==> src/rtl/z_run_mon_pkg.sv <==
// Shared types and default widths for the z run-length monitor.
package z_run_mon_pkg;

    localparam int unsigned CNT_W_DEF = 8;
    localparam int unsigned EVT_W_DEF = 16;

    typedef enum logic [0:0] {StIdle, StRun} run_state_e;

    // Default-width view of a run record, for consumers built at CNT_W_DEF.
    typedef struct packed {
        logic [CNT_W_DEF-1:0] len;
        logic                 sat;
    } run_rec_t;

endpackage

==> src/rtl/z_run_monitor_if.sv <==
// Run-record output handshake: valid/ready with saturated length and overflow flag.
interface z_run_monitor_if
    import z_run_mon_pkg::*;
#(
    parameter int unsigned CNT_W = CNT_W_DEF
);
    logic             out_valid;
    logic             out_ready;
    logic [CNT_W-1:0] out_len;
    logic             out_sat;

    modport master (output out_valid, output out_len, output out_sat, input out_ready);
    modport slave  (input out_valid, input out_len, input out_sat, output out_ready);
endinterface

==> src/rtl/z_run_monitor_sat_counter.sv <==
// Saturating up-counter with synchronous clear; sat_o latches an increment attempted at full scale.
module sat_counter #(
    parameter int unsigned Width = 8
) (
    input  logic             clk,
    input  logic             rst,
    input  logic             inc_i,
    input  logic             clr_i,
    output logic [Width-1:0] cnt_o,
    output logic [Width-1:0] cnt_d_o,
    output logic             sat_o
);
    logic [Width-1:0] cnt_q, cnt_d;
    logic             sat_q, sat_d;

    always_comb begin
        cnt_d = cnt_q;
        sat_d = sat_q;
        if (clr_i) begin
            cnt_d = '0;
            sat_d = 1'b0;
        end else if (inc_i) begin
            if (&cnt_q) begin
                sat_d = 1'b1;
            end else begin
                cnt_d = cnt_q + 1'b1;
            end
        end
    end

    always_ff @(posedge clk) begin
        if (rst) begin
            cnt_q <= '0;
            sat_q <= 1'b0;
        end else begin
            cnt_q <= cnt_d;
            sat_q <= sat_d;
        end
    end

    assign cnt_o   = cnt_q;
    assign cnt_d_o = cnt_d;
    assign sat_o   = sat_q;
endmodule

==> src/rtl/z_run_monitor.sv <==
// Measures runs of z=1 and emits one {len, sat} record per run; max_len exists only when
// Z_RUN_MON_MAX_EN is defined.
module z_run_monitor
    import z_run_mon_pkg::*;
#(
    parameter int unsigned CNT_W  = CNT_W_DEF,
    parameter int unsigned EVT_W  = EVT_W_DEF,
    parameter int unsigned THRESH = 16
) (
    input  logic             clk,
    input  logic             rst,
    input  logic             z,
    input  logic             clear,
    z_run_monitor_if.master  out_if,
    output logic [EVT_W-1:0] run_cnt,
    output logic             alarm,
    output logic             drop
`ifdef Z_RUN_MON_MAX_EN
    ,
    output logic [CNT_W-1:0] max_len
`endif
);
    typedef struct packed {
        logic [CNT_W-1:0] len;
        logic             sat;
    } rec_t;

    run_state_e       state_q, state_d;
    logic [CNT_W-1:0] len_q, len_d;
    logic             sat_q;
    logic             push, lost;
    logic             alarm_q, alarm_d;
    logic             out_valid_q, out_valid_d;
    rec_t             rec_q, rec_d;
    logic [EVT_W-1:0] run_cnt_q, run_cnt_d;
    logic             drop_q, drop_d;

    assign push = (state_q == StRun) && !z;

    sat_counter #(
        .Width (CNT_W)
    ) u_len (
        .clk     (clk),
        .rst     (rst),
        .inc_i   (z),
        .clr_i   (push),
        .cnt_o   (len_q),
        .cnt_d_o (len_d),
        .sat_o   (sat_q)
    );

    always_comb begin
        state_d = state_q;
        unique case (state_q)
            StIdle:  if (z)  state_d = StRun;
            StRun:   if (!z) state_d = StIdle;
            default: state_d = StIdle;
        endcase

        alarm_d = (state_d == StRun) && (32'(len_d) >= THRESH);

        // A held record is only replaced when the consumer takes it on this same edge.
        out_valid_d = out_valid_q;
        rec_d       = rec_q;
        lost        = 1'b0;
        if (push) begin
            if (!out_valid_q || out_if.out_ready) begin
                rec_d       = '{len: len_q, sat: sat_q};
                out_valid_d = 1'b1;
            end else begin
                lost = 1'b1;
            end
        end else if (out_if.out_ready) begin
            out_valid_d = 1'b0;
        end

        run_cnt_d = clear ? '0 : run_cnt_q + EVT_W'(push);
        drop_d    = !clear && (drop_q || lost);
    end

`ifdef Z_RUN_MON_MAX_EN
    logic [CNT_W-1:0] max_len_q, max_len_d;

    always_comb begin
        max_len_d = max_len_q;
        if (clear) begin
            max_len_d = '0;
        end else if (push && (len_q > max_len_q)) begin
            max_len_d = len_q;
        end
    end

    always_ff @(posedge clk) begin
        if (rst) max_len_q <= '0;
        else     max_len_q <= max_len_d;
    end

    assign max_len = max_len_q;
`endif

    always_ff @(posedge clk) begin
        if (rst) begin
            state_q     <= StIdle;
            alarm_q     <= 1'b0;
            out_valid_q <= 1'b0;
            rec_q       <= '0;
            run_cnt_q   <= '0;
            drop_q      <= 1'b0;
        end else begin
            state_q     <= state_d;
            alarm_q     <= alarm_d;
            out_valid_q <= out_valid_d;
            rec_q       <= rec_d;
            run_cnt_q   <= run_cnt_d;
            drop_q      <= drop_d;
        end
    end

    assign out_if.out_valid = out_valid_q;
    assign out_if.out_len   = rec_q.len;
    assign out_if.out_sat   = rec_q.sat;
    assign run_cnt          = run_cnt_q;
    assign alarm            = alarm_q;
    assign drop             = drop_q;
endmodule

==> src/flat_wrapper.sv <==
// flat-port wrapper written by rule: the top's interface ports become plain ports
module z_run_monitor_flat import z_run_mon_pkg::*;
#(
    parameter int unsigned CNT_W  = CNT_W_DEF,
    parameter int unsigned EVT_W  = EVT_W_DEF,
    parameter int unsigned THRESH = 16
)
  (clk, rst, z, clear, run_cnt, alarm, drop, out_if_out_valid, out_if_out_len, out_if_out_sat, out_if_out_ready);
  z_run_monitor_if #(.CNT_W(CNT_W)) out_if_i ();
  input  logic clk;
  input  logic rst;
  input  logic z;
  input  logic clear;
  output logic [EVT_W-1:0] run_cnt;
  output logic alarm;
  output logic drop;
  output wire logic [$bits(out_if_i.out_valid)-1:0] out_if_out_valid;
  output wire logic [$bits(out_if_i.out_len)-1:0] out_if_out_len;
  output wire logic [$bits(out_if_i.out_sat)-1:0] out_if_out_sat;
  input wire logic [$bits(out_if_i.out_ready)-1:0] out_if_out_ready;
  assign out_if_out_valid = out_if_i.out_valid;
  assign out_if_out_len = out_if_i.out_len;
  assign out_if_out_sat = out_if_i.out_sat;
  assign out_if_i.out_ready = out_if_out_ready;
  z_run_monitor #(.CNT_W(CNT_W), .EVT_W(EVT_W), .THRESH(THRESH)) u_core (.clk(clk), .rst(rst), .z(z), .clear(clear), .out_if(out_if_i), .run_cnt(run_cnt), .alarm(alarm), .drop(drop));
endmodule
==> config.mk <==
export PLATFORM = sky130hd
export DESIGN_NAME = z_run_monitor_flat
export DESIGN_NICKNAME = d
export VERILOG_FILES = /design/src/rtl/z_run_mon_pkg.sv /design/src/rtl/z_run_monitor_if.sv /design/src/rtl/z_run_monitor_sat_counter.sv /design/src/rtl/z_run_monitor.sv /design/src/flat_wrapper.sv
export SDC_FILE = /design/constraint.sdc
export NUM_CORES = 1
export LEC_CHECK = 0
export ABC_AREA = 1
export CORE_AREA = 3 3 69 64
export CTS_CLUSTER_DIAMETER = 60
export DETAILED_ROUTE_END_ITERATION = 12
export DIE_AREA = 0 0 72 67
export DONT_BUFFER_PORTS = 1
export SLEW_MARGIN = 20
export SYNTH_ARGS = -nofsm -noshare
export SYNTH_HDL_FRONTEND = slang
export SYNTH_HIERARCHICAL = 1
export SYNTH_SLANG_ARGS = --single-unit
==> constraint.sdc <==
create_clock -name clk -period 2.1 [get_ports clk]
set_input_delay 0.525 -clock clk [delete_from_list [all_inputs] [get_ports clk]]
set_output_delay 0.525 -clock clk [all_outputs]
set_load 0.1 [all_outputs]
==> qor.yml, run 1 <==
final_layout:
  regArea_um2: 762
  antenna_cells: 0
  areaGrowthSynthToFinish_pct: 18.2
  stdcell_area_mm2: 0.00218
  multi_input_area_um2: 928
  layoutNonFillerInstCount: 346
  fin_nets: 308
  num-fill-cells: 373
  final_layout_size_suffix_gt1_share_pct: 20.7
worst_setup_path:
  crit_fanout: 10
  max_stage_delay_ps: 410
  crit_slowest_cell: "dfxtp_1"
  arrival_ps: 1800
  cp.required_ps: 2270
  crit_path_end_kind: "flop"
  crit_family: "simple AND/OR/NAND/NOR gates"
  crit_chain: "ha_1 > inv_1 > nor2_2 > nand2_4 > nand2_1 > nand2_1 > nand3_1 > inv_1 > nor4_1 > nor3_1"
  crit_type: "flop to flop"
  crit_path_start_kind: "flop"
  crit_buf_inv: 2
floorplanning:
  start_util_pct: 49.1
  die_w_um: 72
  fp.dieH_um: 67
  core-area_mm2: 0.00376
  dieArea_mm2: 0.00482
  num_rows: 21
  ios: 33
routing:
  vias_per_cell: 4.74
  ant_nets: 0
  firstDrtPassIters: 4
  wire_per_inst_um: 11.0
  drtIter0Drc: 123
  wl_um: 3800
  drc: 0
  via_count: 1639
pwr:
  p_total_mw: 1.39
  irDropWorstVdd_mv: 0.549
  cellLeakagePower_nw: 0.942
  powerDensity_mw_per_mm2: 639
cts:
  cts_tree: "yes"
  path_clk_slew_ps: 70
  ctsHtreeMaxLevel: 2
  cts_resized: 0
  ctsHoldBuffers: 0
  cts.sinks: 38
  clock_path_buffers: 2
  cts_setup_buffers: 0
  cts_buffers: 5
  insertion_delay_ps: 290
  root_buffer: "clkbuf_8"
placement:
  place_ws_ps: 476
  hpwl_um: 2910
  gp_congestion: 0.750
  port_buffers: 0
  place_area_mm2: 0.00210
  dp_cells: 339
global_route:
  overflow: 0
  antenna_found_initial: 0
  grt.total_usage_pct: 17.1
  grt_pass1_vias: 1398
  grt_pass1_wl_um: 6400
  grt_max_degree: 13
sta:
  clock_skew_ps: 7.25
  slew_headroom_pct: 78.3
  rsz0062_at_grt: "false"
  hold_violations: 0
  finalWorstSetupSlack_ps: 469
  slew_violations: 0
  setup_tns_ps: 0
  fmax_mhz: 613
  fin_crit_sh_pct: 77.6
  min_period_ps: 1630
  worst_slew_pin_slew_ps: 325
  finalSetupViolations: 0
logic_synthesis:
  syn_nets: 275
  synth_area_mm2: 0.00184
  yosysWarnings: 6
  avgSynthCellArea_um2: 6.91
  syn_inst: 267
status:
  status: "complete, no violations"
hold_path:
  hp-class: "input port to flop"
job:
  maxCapViolations: 0
[sequential cells by signal, summed over array words and instances, names as in the netlist]
| register | flops |
|---|---|
| u_core/alarm | 1 |
| u_core/drop | 1 |
| u_core/out_if.out_len | 8 |
| u_core/out_if.out_sat | 1 |
| u_core/out_if.out_valid | 1 |
| u_core/run_cnt | 16 |
| u_core/state_q | 1 |
| u_core/u_len/cnt_o | 8 |
| u_core/u_len/sat_o | 1 |
[cell usage in the layout, fill, tap and decap left out]
cell,n
nor2_1,62
nand2_1,49
dfxtp_1,37
inv_1,33
buf_4,28
nand3_1,18
o21ai_0,12
nand2_2,7
nor2_2,6
a21oi_1,6
clkbuf_8,5
nand4_1,5
nor2_4,4
inv_2,4
nor3_1,3
xnor2_1,3
ha_1,3
clkinv_2,2
nand3_2,2
xor2_1,2
nand2_4,2
clkinv_1,1
nor4_1,1
o21a_1,1
dfxtp_2,1
o21bai_1,1
nand3b_1,1
or2_2,1
[metrics by stage]
stage | util [%] | hold slack [ps]
floorplan | - | 423
global placement | 55.9 | 438
detailed placement | 55.9 | 439
CTS | 58.0 | 283
global route | 58.0 | 282
finish | 58.0 | 295
[worst paths after layout]
path                                         start                                    to  slack, ps  depth (start not counted)
setup / recovery  u_core/u_len/cnt_o[0]$_SDFF_PP0_               u_core/alarm$_SDFF_PP0_        470                         10
hold reg to reg    u_core/u_len/sat_o$_SDFFE_PP0P_       u_core/u_len/sat_o$_SDFFE_PP0P_        450                          2
hold / removal                                 rst  u_core/out_if.out_valid$_SDFFE_PP0P_        300                          1
setup reg to reg  u_core/u_len/cnt_o[0]$_SDFF_PP0_               u_core/alarm$_SDFF_PP0_        470                         10
[layer usage]
metal / vias up / share of wire, % / wire length [um] / global-route usage (%)
li1: 891 / - / - / -
met1: 698 / 52 / 2000 / 24.7
met2: 43 / 39 / 1490 / 22.9
met3: 7 / 6.6 / 252 / 5.43
met4: 0 / 1.6 / 59 / 7.04
met5: - / 0 / 0 / 0
[power by group]
group | internal (mW) | switching (mW) | leakage [nW]
clock network | 0.223 | 0.245 | 0.0438
registers | 0.739 | 0.0144 | 0.309
logic | 0.0425 | 0.130 | 0.589
total | 1.00 | 0.389 | 0.942
[worst reg2reg max path, delay by kind of cell (launching register included)]
family | cells | cell delay, ps
and+or+nand+nor | 7 | 740
adders and majority gates | 1 | 250
DFF | 1 | 410
buffers and inverters | 2 | 120
[area by class of cell]
type	instances	share of cell area (%)
tap	46	2.64
inverter	38	6.54
clock buffer	5	3.16
clock inverter	2	0.459
timing repair buffer	28	9.64
sequential	38	35.0
multi-input combinational	189	42.6
Power figures use the tool's default switching activity.
==> run 2, diff against run 1 <==
PLACE_DENSITY = 0.66   (was unset)
clock period = 1.4 ns   (was 2.1 ns; I/O delays follow)
==> run 2 against run 1 <==
Compared with the run above:
- routed wire length up 9.3%
- worst setup slack worse by 490 ps
- first-iteration DRC count down 35%
- core utilization up 9.8 points
- non-clock buffer count up 27
- clock power up 63%
- critical path type unchanged
- design area up 17%
- sequential share of layout area down 2.8 points
- sequential power up 47%
- the run now ends with negative setup slack left
- clock skew about the same
- hold slack worse by 170 ps
- via count up 7.8%
==> qor.yml, run 2 (synthesized netlist as in run 1, its figures left out) <==
cts:
  root_buffer: "clkbuf_8"
  ctsHoldBuffers: 0  # unchanged
  path_clk_slew_ps: 70  # about the same
  clock_path_buffers: 2  # unchanged
  ctsHtreeMaxLevel: 2  # unchanged
  cts_buffers: 5  # unchanged
  cts_tree: "yes"
  insertion_delay_ps: 280  # about the same
  cts.sinks: 38  # unchanged
global_route:
  grt_max_degree: 13  # unchanged
  overflow: 0  # unchanged
  use_met2_pct: 26.7  # +3.8 points
  grt.busiest_layer: "met2"
  antenna_found_initial: 0  # unchanged
  grt.total_usage_pct: 17.5  # +0.36 points
  grt_pass1_vias: 1523  # +8.9%
  met1_usage_pct: 23.9  # -0.85 points
  grt_pass1_wl_um: 6620  # +3.5%
  groute.layer.met3.usage_pct: 4.37  # -1.1 points
pwr:
  power_frac_comb_pct: 14.4  # +2.0 points
  swShare_pct: 27.2  # -0.67 points
  p_int_mw: 1.59  # +58%
  clkPwrFrac_pct: 34.7  # +1.2 points
  p_switching_mw: 0.595  # +53%
  sequentialPowerShare_pct: 50.9  # -3.2 points
  irDropWorstVdd_mv: 0.552  # +0.63%
  powerDensity_mw_per_mm2: 858  # +34%
  cellLeakagePower_nw: 1.11  # +17%
worst_setup_path:
  crit_buf_inv: 3  # +1
  crit_slowest_cell: "dfxtp_4"
  arrival_ps: 1590  # -210 ps
  crit_path_start_kind: "flop"
  crit_family: "simple AND/OR/NAND/NOR gates"
  crit_path_end_kind: "flop"
  crit_fanout: 7  # -3
  crit_chain: "ha_4 > inv_2 > nor2_4 > nand2_4 > nand2_4 > inv_4 > nand2_2 > nand2_2 > inv_2 > nor4_4 > nor3_1"
  cp.required_ps: 1570  # -700 ps
  max_stage_delay_ps: 360  # -50 ps
  crit_type: "flop to flop"
routing:
  ant_nets: 0  # unchanged
  firstDrtPassIters: 4  # unchanged
  via_count: 1767  # +7.8%
  wire_per_inst_um: 11.1  # +1.2%
  drtIter0Drc: 80  # -35%
  drc: 0  # unchanged
  vias_per_cell: 4.72  # -0.26%
  wl_um: 4160  # +9.3%
placement:
  place_area_mm2: 0.00231  # +10%
  port_buffers: 0  # unchanged
  hpwl_um: 3090  # +6.2%
  dp_cells: 361  # +6.5%
  gp_congestion: 0.801  # +6.9%
final_layout:
  num-fill-cells: 314  # -16%
  fin_nets: 335  # +8.8%
  final_cell_mix: "nor2_1, buf_4, nand2_1"
  largest_register_ffs: 16  # unchanged
  layout_commonest_cell: "nor2_1"
  final_layout_size_suffix_gt1_share_pct: 39.3  # +19 points
  layoutNonFillerInstCount: 374  # +8.1%
  stdcell_area_mm2: 0.00255  # +17%
  areaGrowthSynthToFinish_pct: 38.2
  antenna_cells: 0  # unchanged
sta:
  fmax_mhz: 702  # +15%
  fin_crit_sh_pct: 102  # +24 points
  hold_violations: 0  # unchanged
  rsz0062_at_grt: "true"
  slew_violations: 0  # unchanged
  worst_slew_pin_slew_ps: 297  # -27.7 ps
  finalWorstSetupSlack_ps: -23.7  # -493 ps
  clock_skew_ps: 7.04  # -0.208 ps
  finalSetupViolations: 2  # +2
  min_period_ps: 1420  # -207 ps
  slew_headroom_pct: 80.2  # +1.8 points
job:
  maxCapViolations: 0  # unchanged
status:
  violations: "negative setup slack"
  status: "complete, but fails checks"
floorplanning:
  fp.dieH_um: 67  # unchanged
  dieArea_mm2: 0.00482  # unchanged
  num_rows: 21  # unchanged
  core-area_mm2: 0.00376  # unchanged
  start_util_pct: 49.1  # unchanged
  ios: 33  # unchanged
  die_w_um: 72  # unchanged
hold_path:
  hp-class: "input port to flop"
-- run 2: cell count changes in the layout (fill, tap and decap cells not counted), moves of 3 or more --
| cell | before | now |
|---|---|---|
| dfxtp_1 | 37 | 14 |
| dfxtp_4 | 0 | 12 |
| inv_1 | 33 | 30 |
| nor2_2 | 6 | 9 |
| nor2_1 | 62 | 57 |
| dfxtp_2 | 1 | 12 |
| nand2_1 | 49 | 46 |
| buf_4 | 28 | 54 |
-- run 2: cell type report --
type / instances / area, um2 / share of cell area (%)
clock buffer: 7 / 86.3 / 3.39
inverter: 38 / 149 / 5.84
sequential: 38 / 821 / 32.2
clock inverter: 1 / 5.00 / 0.196
tap: 46 / 57.6 / 2.26
multi-input combinational: 189 / 1010 / 39.8
timing repair buffer: 55 / 417 / 16.3
-- run 2: per-stage QoR --
stage	hold WS [ps]	setup slack, ps	utilization, %	setup TNS, ps	power, mW
6_report	121	-23.7	67.8	-42.6	2.19
5_1_grt	110	-129	67.8	-269	2.29
4_1_cts	112	-20.1	65.0	-20.1	2.20
3_5_place_dp	415	-71.6	61.6	-114	1.43
3_3_place_gp	416	-20.5	61.6	-20.5	1.43
2_1_floorplan	409	-111	-	-384	1.36
-- run 2: power by group through the flow --
stage	Sequential, mW	Clock [mW]	Combinational (mW)
3_3_place_gp	1.14	0	0.293
5_1_grt	1.11	0.834	0.340
4_1_cts	1.11	0.785	0.304
2_1_floorplan	1.26	0	0.0983
3_5_place_dp	1.14	0	0.296
6_report	1.11	0.759	0.315
-- run 2: worst reg2reg max path: cells and delay by family, from the launching register on --
family | cells | cell delay (ps)
AND/OR/NAND/NOR | 7 | 640
buffers and inverters | 3 | 160
adder cells (fa/ha/maj) | 1 | 170
flip-flops | 1 | 360
-- run 2: final timing paths --
path | slack, ps | from | cells after the start | endpoint
worst min-delay path | 120 | rst | 1 | u_core/out_if.out_valid$_SDFFE_PP0P_
worst max-delay path | -20 | u_core/u_len/cnt_o[0]$_SDFF_PP0_ | 11 | u_core/alarm$_SDFF_PP0_
worst max register to register | -20 | u_core/u_len/cnt_o[0]$_SDFF_PP0_ | 11 | u_core/alarm$_SDFF_PP0_
worst min register to register | 450 | u_core/u_len/sat_o$_SDFFE_PP0P_ | 2 | u_core/u_len/sat_o$_SDFFE_PP0P_
-- run 2: routing by layer --
layer,routed length [um],share of wire [%]
met1,2050,49
met2,1870,45
met3,229,5.5
met4,8,0.19
met5,0,0
-- run 2: repair_timing --
action	in CTS	in global routing
buffers inserted	2	3
pin swaps	3	12
gates resized for setup	7	28
endpoints found under the setup margin	1	13
